File: src/rtl/ram_mport_pkg.sv
// Shared types and limits for the multi-port RAM and its clear sequencer.
package ram_mport_pkg;

    // Upper bound on the number of read ports the RAM supports
    localparam int MAX_NUM_RD = 8;

    // Clear sequencer states
    typedef enum logic {
        IDLE  = 1'b0,
        CLEAR = 1'b1
    } clr_state_e;

endpackage

File: src/rtl/ram_clear_fsm.sv
// Clear sequencer: walks every address once, zeroing one word per cycle.
// Comes out of reset in CLEAR so the memory is always zeroed before use.
module ram_clear_fsm
    import ram_mport_pkg::*;
#(
    parameter int ADDR_WIDTH = 3
) (
    input  logic                  clk,
    input  logic                  reset,
    input  logic                  clr,
    output logic                  busy,
    output logic                  clr_we,
    output logic [ADDR_WIDTH-1:0] clr_addr
);

    localparam logic [ADDR_WIDTH-1:0] LAST_ADDR = '1;

    clr_state_e            state, state_nxt;
    logic [ADDR_WIDTH-1:0] clr_ptr, clr_ptr_nxt;

    // State and pointer registers; reset restarts the sweep from address 0
    always_ff @(posedge clk or posedge reset) begin
        if (reset) begin
            state   <= CLEAR;
            clr_ptr <= '0;
        end else begin
            state   <= state_nxt;
            clr_ptr <= clr_ptr_nxt;
        end
    end

    // Next state: clr is only honoured from IDLE, so a clear cannot be re-armed mid-sweep
    always_comb begin
        state_nxt   = state;
        clr_ptr_nxt = clr_ptr;
        case (state)
            IDLE: begin
                if (clr) begin
                    state_nxt   = CLEAR;
                    clr_ptr_nxt = '0;
                end
            end
            CLEAR: begin
                clr_ptr_nxt = clr_ptr + 1'b1;
                if (clr_ptr == LAST_ADDR) state_nxt = IDLE;
            end
            default: state_nxt = IDLE;
        endcase
    end

    // Outputs: every CLEAR cycle issues a zero-write at the current pointer
    always_comb begin
        busy     = (state == CLEAR);
        clr_we   = (state == CLEAR);
        clr_addr = clr_ptr;
    end

endmodule

File: src/rtl/ram_mport.sv
// Single-write, multi-read RAM with per-lane byte enables and a self-clear
// sequence. Each read port is async or sync (1-cycle) per ASYNC_MASK.
// Optional feature: define RAM_BYPASS_EN for write-first sync reads;
// otherwise sync reads that collide with a write return the old word.
module ram_mport
    import ram_mport_pkg::*;
#(
    parameter int                ADDR_WIDTH = 3,
    parameter int                DATA_WIDTH = 8,
    parameter int                LANE_WIDTH = 8,
    parameter int                NUM_RD     = 2,
    parameter logic [NUM_RD-1:0] ASYNC_MASK = NUM_RD'(1)
) (
    input  logic                         clk,
    input  logic                         reset,
    input  logic                         clr,
    input  logic                         we,
    input  logic [DATA_WIDTH/LANE_WIDTH-1:0] w_be,
    input  logic [ADDR_WIDTH-1:0]        w_addr,
    input  logic [DATA_WIDTH-1:0]        w_data,
    input  logic [NUM_RD-1:0]            r_en,
    input  logic [NUM_RD*ADDR_WIDTH-1:0] r_addr,
    output logic [NUM_RD*DATA_WIDTH-1:0] r_data,
    output logic                         busy
);

    localparam int NUM_LANES = DATA_WIDTH / LANE_WIDTH;
    localparam int DEPTH     = 2 ** ADDR_WIDTH;

    logic [DATA_WIDTH-1:0] mem [DEPTH];
    logic                  clr_we;
    logic [ADDR_WIDTH-1:0] clr_addr;
    logic                  wr_acc;

    ram_clear_fsm #(
        .ADDR_WIDTH (ADDR_WIDTH)
    ) u_clear (
        .clk      (clk),
        .reset    (reset),
        .clr      (clr),
        .busy     (busy),
        .clr_we   (clr_we),
        .clr_addr (clr_addr)
    );

    // User writes are dropped outright while the clear sweep owns the array
    assign wr_acc = we & ~busy;

    // Memory array: clear zero-write takes priority; no reset on the storage itself
    always_ff @(posedge clk) begin
        if (clr_we) begin
            mem[clr_addr] <= '0;
        end else if (wr_acc) begin
            for (int k = 0; k < NUM_LANES; k++) begin
                if (w_be[k]) mem[w_addr][k*LANE_WIDTH +: LANE_WIDTH] <= w_data[k*LANE_WIDTH +: LANE_WIDTH];
            end
        end
    end

    for (genvar i = 0; i < NUM_RD; i++) begin : g_rd
        logic [ADDR_WIDTH-1:0] ra;
        assign ra = r_addr[i*ADDR_WIDTH +: ADDR_WIDTH];

        if (ASYNC_MASK[i]) begin : g_async
            // r_en has no meaning on an async port
            logic unused_en;
            assign unused_en = r_en[i];
            assign r_data[i*DATA_WIDTH +: DATA_WIDTH] = mem[ra];
        end else begin : g_sync
            logic [DATA_WIDTH-1:0] rd_word;
            logic [DATA_WIDTH-1:0] q;
`ifdef RAM_BYPASS_EN
            // Write-first: forward enabled lanes of a colliding accepted write
            always_comb begin
                rd_word = mem[ra];
                if (wr_acc && (ra == w_addr)) begin
                    for (int k = 0; k < NUM_LANES; k++) begin
                        if (w_be[k]) rd_word[k*LANE_WIDTH +: LANE_WIDTH] = w_data[k*LANE_WIDTH +: LANE_WIDTH];
                    end
                end
            end
`else
            // Read-first: the registered word is the pre-write contents
            assign rd_word = mem[ra];
`endif
            // Sync read register: loads on r_en, otherwise holds
            always_ff @(posedge clk or posedge reset) begin
                if (reset)        q <= '0;
                else if (r_en[i]) q <= rd_word;
            end
            assign r_data[i*DATA_WIDTH +: DATA_WIDTH] = q;
        end
    end

endmodule
File: config.mk
export PLATFORM = sky130hd
export DESIGN_NAME = ram_mport
export DESIGN_NICKNAME = d
export VERILOG_FILES = /design/src/rtl/ram_mport_pkg.sv /design/src/rtl/ram_clear_fsm.sv /design/src/rtl/ram_mport.sv
export SDC_FILE = /design/constraint.sdc
export NUM_CORES = 1
export LEC_CHECK = 0
export BUFFER_PORTS_ARGS = -buffer_cell sky130_fd_sc_hd__buf_2
export CORE_MARGIN = 3
export CORE_UTILIZATION = 40
export CTS_CLUSTER_SIZE = 25
export DETAILED_ROUTE_END_ITERATION = 12
export SYNTH_ARGS = -nofsm -noshare
export SYNTH_HDL_FRONTEND = slang
export SYNTH_SLANG_ARGS = --single-unit
File: constraint.sdc
create_clock -name clk -period 2.6 [get_ports clk]
set_clock_uncertainty 0.05 [all_clocks]
set_input_delay 0.52 -clock clk [delete_from_list [all_inputs] [get_ports clk]]
set_output_delay 0.52 -clock clk [all_outputs]
set_load 0.01 [all_outputs]
======== After elaboration in Yosys (flattened, before gate mapping) ========
Memory sizes are Yosys's and may differ from the RTL's. A register that Yosys moved wholly into a read port is not among the register bits.
Index checks and enable logic that the tools add are counted.
storage, ports and cells
  RAM bits ................................ 64
  bits in registers ....................... 4
  latch bits .............................. 0
  output and inout bits ................... 17
  bits of input ports ..................... 24
  memory bits (read-only) ................. 0
  word-level logic and storage cells ...... 23
  memories ................................ 1
cells by class
  reduce and logical (&&, ||, !) cells .... 1
  order comparisons ....................... 0
  multiply operators ...................... 0
  bitwise logic cells ..................... 2
  eq/ne operators ......................... 2
  shift operators ......................... 0
  mux-type cells .......................... 14
  div/mod/pow operators ................... 0
  $add $sub $neg .......................... 1
memory list
  name  words  bits a word  read ports  clocked after memory_dff  write ports  line             text
  mem   8      8            2           1                         1            ram_mport.sv:30  logic [DATA_WIDTH-1:0] mem [DEPTH];
operators with widths
  kind                   count
  $mux W1                9
  $mux W8                1
  $reduce_or A8 Y1       1
  $mux W3                2
  $pmux W3 S2            1
  $add A3 B1 Y3 const B  1
  $eq A3 B3 Y1 const B   1
  $ne A2 B2 Y1 const B   1
  $pmux W1 S2            1
  $and A1 B1 Y1          1
  $not A1 Y1             1

======== Logic depth before layout (Yosys ltp) ========
Gate-level depths: netlist of run 1.
  word-level depth ........................ 7
  gate-level depth with buffers ........... 6
  gate-level depth less buffers ........... 4

======== Modules after synthesis ========
A second synthesis of run 1 with hierarchy kept.
second synthesis, totals
  cells, all modules ...................... 240
  area total of the unflattened synthesis .. 3746.1 um^2
modules (own cells, without submodules)
  module         seq. area each (um^2)  cells an instance  area each (um^2)  instances
  ram_mport      2122.0                 222                3544.6            1
  ram_clear_fsm  101.3                  18                 201.4             1

======== Worst setup path before layout of run 1 ========
OpenSTA, ideal clock, no wires.
  path type ............................... input port to output port
  start point ............................. input r_addr[0]
  end point ............................... output r_data[0]
  buffers on the path ..................... 2
  stages .................................. 4
  setup slack ............................. 449 ps
  required time ........................... 2030 ps
  arrival time ............................ 1581 ps
  cell sequence ........................... buf_6 buf_12 mux4_1 mux2_2
between the ends
  word-level cells in the longest chain between the ends .. 1
ends and longest elaborated chain
  what           line             text
  from (decl)    ram_mport.sv:22  input logic [NUM_RD*ADDR_WIDTH-1:0] r_addr,
  $mem_v2 Z8 W8  --
  to (decl)      ram_mport.sv:23  output logic [NUM_RD*DATA_WIDTH-1:0] r_data,
No other way between the ends.

======== Worst setup path in the final report of run 1 ========
  start point ............................. input r_addr[0]
  end point ............................... output r_data[1]
The elaborated chain is that of the path after synthesis.

==> impl_metrics.ini, run 1 <==
[setup_path]
end_kind = output pin
required_ps = 2030
crit_path_start_kind = input pin
crit_buf_inv = 3
r2r_slack_ps = 280
critPathArrivalTime_ps = 1790
max_stage_delay_ps = 570
r2r_cells = 4
rr_endpoint = mem[2][7]
critical_path.cell_chain = buf_2 -> buf_12 -> mux4_1 -> mux2_2 -> buf_2
crit_path_frequent_cell = buf_2
r2r_start = u_clear.busy
cpMaxStageDelayCell = mux4_1
critPathKind = in -> out
cp_max_fo = 16
cpLargestDelayFamily = multiplexers

[sta]
period_share = 0.9080
setup_ws_ps = 239.3
finalMaxSlewViolations = 0
rsz0062_at_grt = false
slew_headroom = 0.3371
finalCriticalPeriod_ps = 2361
worst_pin_slew_ps = 990.7
setup_viol = 0
hold_viol_final = 0
fmax_mhz = 423.6
finalSetupTns_ps = 0

[clock_network]
clk_latency_ps = 340
cts_buffers = 9
clkTransAtPathRegs_ps = 80
postCtsSetupBuffers = 0
cts-resized-gates = 0
htree_levels = 3
ctsHoldBuffers = 0
cts_root_buf = clkbuf_8
clk_path_buf_depth = 2
numClockSinks = 76
cts_tree = built

[placement]
dp_hpwl_mm = 5.150
place_ws_ps = 138.3
dpl.cell_count = 377
gp_congestion = 0.7534
io_buffers = 39

[synth]
synth_most_common_cell = edfxtp_1
synth.top_cells.by_count = 64 x edfxtp_1, 27 x mux2i_1, 22 x nor2b_1
synth_top_area_share = 0.5172
synth_edf_count = 64
synth-simple-area-share = 0.08754
ys_ff_latch = 76
synth_xor_area_frac = 0
syn_nets = 264
syn_avg_cell_area_sq_um = 15.61
ys_warn_count = 0
synthArstFlopShare = 0.1579
syn_area_sq_um = 3716
ys_types = 28
synthTopCellsByArea = edfxtp_1 52%, mux4_1 11%, dfrtp_1 7.4%
synth_flop_cell = edfxtp_1
synth_compound_area_frac = 0.06532
synthMuxAreaShare = 0.2131
netlist_instances = 238
synth_largest_area_cell = edfxtp_1
synth_top_family_by_area = multiplexers
yosys.area_share.adder = 0.006734
ys_seq_area_frac = 0.5983

[cells_and_area]
syn2layout_area_growth_pct = 13.74
fin_nets = 306
diodes = 0
final_core_util = 0.4754
drive_gt1_frac = 0.2596
instances_no_fill = 393

[min_path]
hold_path.class = in -> async

[power]
switching_power_w = 0.001075
pwr-share-clk = 0.232
peakVddDrop_v = 0.0005698
seqPwrFrac = 0.513
combinationalPowerShare = 0.255
power_density_nw_per_um2 = 844.8
p_sw_frac = 0.3011
fin_total_pwr_w = 0.003571
p_int_w = 0.002496
power_leakage_nw = 1.675

[floorplanning]
die_area_sq_um = 10480
die_w_um = 102.4
placementRows = 34
die_h_um = 102.4
initial_core_util = 0.4180
coreArea_sq_um = 8891
num_io_pins = 41

[route]
dr.first_iter.drc_count = 104
drt-pass1-iter-count = 4
via_per_inst = 5.489
vias = 2157
drc = 0
wire_per_inst_um = 20.50
ant_nets = 0
wl_mm = 8.055

[outcome]
outcome = complete, no violations

[grt]
grt_use_total = 0.1647
grt_pass1_vias = 2286
grt_first_pass_wirelength_mm = 12.30
antenna_found_initial = 0
gr-total-overflow = 0
grt_max_degree = 41

[job]
drv_cap = 0
## stage by stage
| step | instance area [sq um] | hold WS [ps] |
|---|---|---|
| 4_1_cts | 4227 | 199.0 |
| 3_3_place_gp | 4039 | 473.5 |
| 3_5_place_dp | 4039 | 481.2 |
| 2_1_floorplan | 3716 | 334.0 |
| 6_report | 4227 | 189.6 |
| 5_1_grt | 4227 | 219.8 |
## how the worst max path moves through the flow
stage	slack, ps	end	cells past startpoint	from
2_1_floorplan	450	r_data[0]	4	r_addr[0]
3_3_place_gp	150	mem[2][3]	5	w_be
3_5_place_dp	140	mem[2][3]	5	w_be
4_1_cts	220	r_data[1]	5	r_addr[0]
5_1_grt	180	mem[2][7]	4	u_clear.busy
6_report	240	r_data[1]	5	r_addr[0]
## power groups by stage
stage | logic, W | registers [W] | clock network (W)
floorplan | 0.000594 | 0.00182 | 0
global placement | 0.000919 | 0.00184 | 0
detailed placement | 0.000925 | 0.00186 | 0
CTS | 0.000930 | 0.00183 | 0.000845
global route | 0.00101 | 0.00187 | 0.000893
finish | 0.000911 | 0.00183 | 0.000828
## area by class of cell
cell class / count / area (sq um)
Clock inverter: 4 / 22.52
Tap cell: 108 / 135.1
Multi-Input combinational cell: 143 / 1385
Clock buffer: 12 / 165.2
Inverter: 2 / 7.507
Fill cell: 800 / 4664
Timing Repair Buffer: 48 / 287.8
Sequential cell: 76 / 2223
## registers in the layout (all words and copies together) (netlist names)
register	count
mem	64
g_rd.g_sync.q	8
u_clear.clr_addr	3
u_clear.busy	1
## per-layer routing
metal / track usage / vias to the layer above / wire length, um
met2: 0.2759 / 53 / 4089
met5: 0 / - / 0
met3: 0.03072 / 13 / 360
met4: 0.06862 / 0 / 142
li1: - / 1031 / -
met1: 0.2110 / 1060 / 3463
## logic make-up after synthesis
group / count (synthesis)
buffers and inverters: 19
multiplexers: 52
flip-flops: 76
AO/OA/AOI/OAI: 30
adder cells (fa/ha/maj): 2
AND/OR/NAND/NOR: 59
## placed cells by master (no fill, tap or decap), types with 2 or more instances in the layout
cell | Yosys | routed
nand2_1 | 4 | 4
a22oi_1 | 8 | 8
ha_1 | 2 | 2
nand3_1 | 8 | 8
clkinv_2 | 0 | 3
a21oi_1 | 3 | 3
nand2b_1 | 3 | 3
a41o_1 | 8 | 8
and2_1 | 8 | 8
edfxtp_1 | 64 | 64
buf_12 | 1 | 2
mux4_1 | 16 | 16
inv_1 | 2 | 2
mux2i_1 | 27 | 27
nor2_1 | 12 | 12
o21ai_0 | 2 | 2
buf_4 | 1 | 7
clkbuf_8 | 0 | 12
a211o_1 | 8 | 8
dfrtp_1 | 11 | 11
mux2_2 | 9 | 9
nor2b_1 | 22 | 22
buf_2 | 7 | 39
Note: power is estimated with default switching activity, not from simulation.
==> run 2, diff against run 1 <==
--- a/config.mk
+++ b/config.mk
@@ -8,8 +8,9 @@
 export BUFFER_PORTS_ARGS = -buffer_cell sky130_fd_sc_hd__buf_2
 export CORE_MARGIN = 3
 export CORE_UTILIZATION = 40
-export CTS_CLUSTER_SIZE = 25
+export CTS_CLUSTER_SIZE = 16
 export DETAILED_ROUTE_END_ITERATION = 12
+export PLACE_DENSITY = 0.69
 export SYNTH_ARGS = -nofsm -noshare
 export SYNTH_HDL_FRONTEND = slang
 export SYNTH_SLANG_ARGS = --single-unit
==> run 2 against run 1 <==
Net effect:
- wire length decreased by 0.48%
- critical path type is now reg -> reg
- non-clock buffer count unchanged
- maximum frequency decreased by 0.87%
- first-iteration DRC count unchanged
- sequential share of layout area decreased by 0.92 points
- cell count unchanged
- setup slack got worse by 21 ps
- register-to-register slack got worse by 60 ps
- final area increased by 1.8%
==> impl_metrics.ini, run 2 (synthesis gave the netlist of run 1 again) <==
[grt]
grt_use_total = 0.1616
grt_first_pass_wirelength_mm = 12.14
grt_pass1_vias = 2255
antenna_found_initial = 0
grt_max_degree = 41
gr-total-overflow = 0

[route]
top_layer = met4
dr_wl_met3_um = 375
drc = 0
drt-pass1-iter-count = 4
met1_length_mm = 3.345
via_per_inst = 5.646
dr.first_iter.drc_count = 104
vias = 2219
met2_length_mm = 4.167
wire_per_inst_um = 20.40
wl_mm = 8.016
ant_nets = 0

[clock_network]
ctsHoldBuffers = 0
htree_levels = 3
cts_root_buf = clkbuf_8
cts_buffers = 9
cts_tree = built
clkTransAtPathRegs_ps = 80
cts-resized-gates = 0
clk_latency_ps = 340
postCtsSetupBuffers = 0
numClockSinks = 76
clk_path_buf_depth = 2

[setup_path]
required_ps = 2510
startpoint = u_clear.busy
r2r_slack_ps = 220
rr_endpoint = mem[2][0]
worstSetupEndpoint = mem[2][0]
r2r_start = u_clear.busy
max_stage_delay_ps = 850
critPathKind = reg -> reg
cpMaxStageDelayCell = nor2_1
critPathArrivalTime_ps = 2290
end_kind = flop
critical_path.cell_chain = and3b_1 -> mux2i_1 -> nor2_1
r2r_cells = 3
cp_max_fo = 11
crit_path_start_kind = flop

[placement]
dp_hpwl_mm = 5.205
postPlaceCellArea_sq_um = 4039
io_buffers = 39
gp_congestion = 0.7840

[power]
power_leakage_nw = 1.711
peakVddDrop_v = 0.0006817
power_density_nw_per_um2 = 904.9

[floorplanning]
die_h_um = 102.4
die_w_um = 102.4
coreArea_sq_um = 8891
num_io_pins = 41
placementRows = 34
initial_core_util = 0.4180
die_area_sq_um = 10480

[sta]
period_share = 0.9160
worst_pin_slew_ps = 1091
finalCriticalPeriod_ps = 2381
finalMaxSlewViolations = 0
holdWs_ps = 173.6
fmax_mhz = 419.9
slew_headroom = 0.2703
hold_viol_final = 0
finalSetupTns_ps = 0
rsz0062_at_grt = false
setup_viol = 0

[cells_and_area]
final_cell_mix = 64 x edfxtp_1, 39 x buf_2, 27 x mux2i_1
diodes = 0
fin_area_sq_um = 4302
fin_nets = 306
mostFrequentLayoutCell = edfxtp_1
largest_reg_flops = 64
regMostFlops = mem
syn2layout_area_growth_pct = 15.76
drive_gt1_frac = 0.2596

[outcome]
outcome = complete, no violations

[job]
drv_cap = 0

[min_path]
hold_path.class = in -> async
run 2: cell count changes in the layout (fill, tap and decap cells not counted):
cell / change
clkinvlp_4: -1
clkinv_4: +1
clkinv_2: -1
bufinv_16: +4
clkbuf_8: -3
run 2: through the flow:
stage / power, W / setup slack (ps) / instances / utilization
after global routing: 0.004095 / 154.3 / 393 / 0.4838
final: 0.003893 / 218.5 / 393 / 0.4838
after detailed placement: 0.002780 / 128.0 / 377 / 0.4543
after floorplan: 0.002418 / 449.1 / 238 / -
after global placement: 0.002741 / 192.6 / 377 / 0.4543
after CTS: 0.003921 / 187.2 / 393 / 0.4838
run 2: layer usage:
layer,vias up,GRT usage
met2,53,0.2774
met4,0,0.06256
li1,1030,-
met1,1125,0.1976
met5,-,0
met3,11,0.03823
run 2: how the worst min path moves through the flow:
stage | startpoint | endpoint | slack [ps] | cells after the start
finish | reset | g_rd[1].g_sync.q[3] | 170 | 2
global route | reset | g_rd[1].g_sync.q[2] | 200 | 2
CTS | reset | g_rd[1].g_sync.q[3] | 180 | 2
detailed placement | u_clear.clr_addr[0] | u_clear.clr_addr[0] | 480 | 1
global placement | u_clear.clr_addr[0] | u_clear.clr_addr[0] | 480 | 1
floorplan | reset | g_rd[1].g_sync.q[0] | 330 | 1
run 2: cell type report:
class	count	area, sq um
Timing Repair Buffer	48	287.8
Tap cell	108	135.1
Sequential cell	76	2223
Clock buffer	9	123.9
Multi-Input combinational cell	143	1385
Fill cell	773	4589
Clock inverter	7	138.9
Inverter	2	7.507
run 2: power breakdown:
group	internal, W	switching, W	total (W)	leakage, nW
Sequential	0.00169	0.000153	0.00185	0.747
Clock	0.000732	0.000416	0.00115	0.133
Combinational	0.000383	0.000514	0.000897	0.831
run 2: worst max-delay path, delay by kind of cell, from the launching register on:
family           cells  cell delay (ps)
DFF                  1              610
and+or+nand+nor      2             1160
muxes                1              180
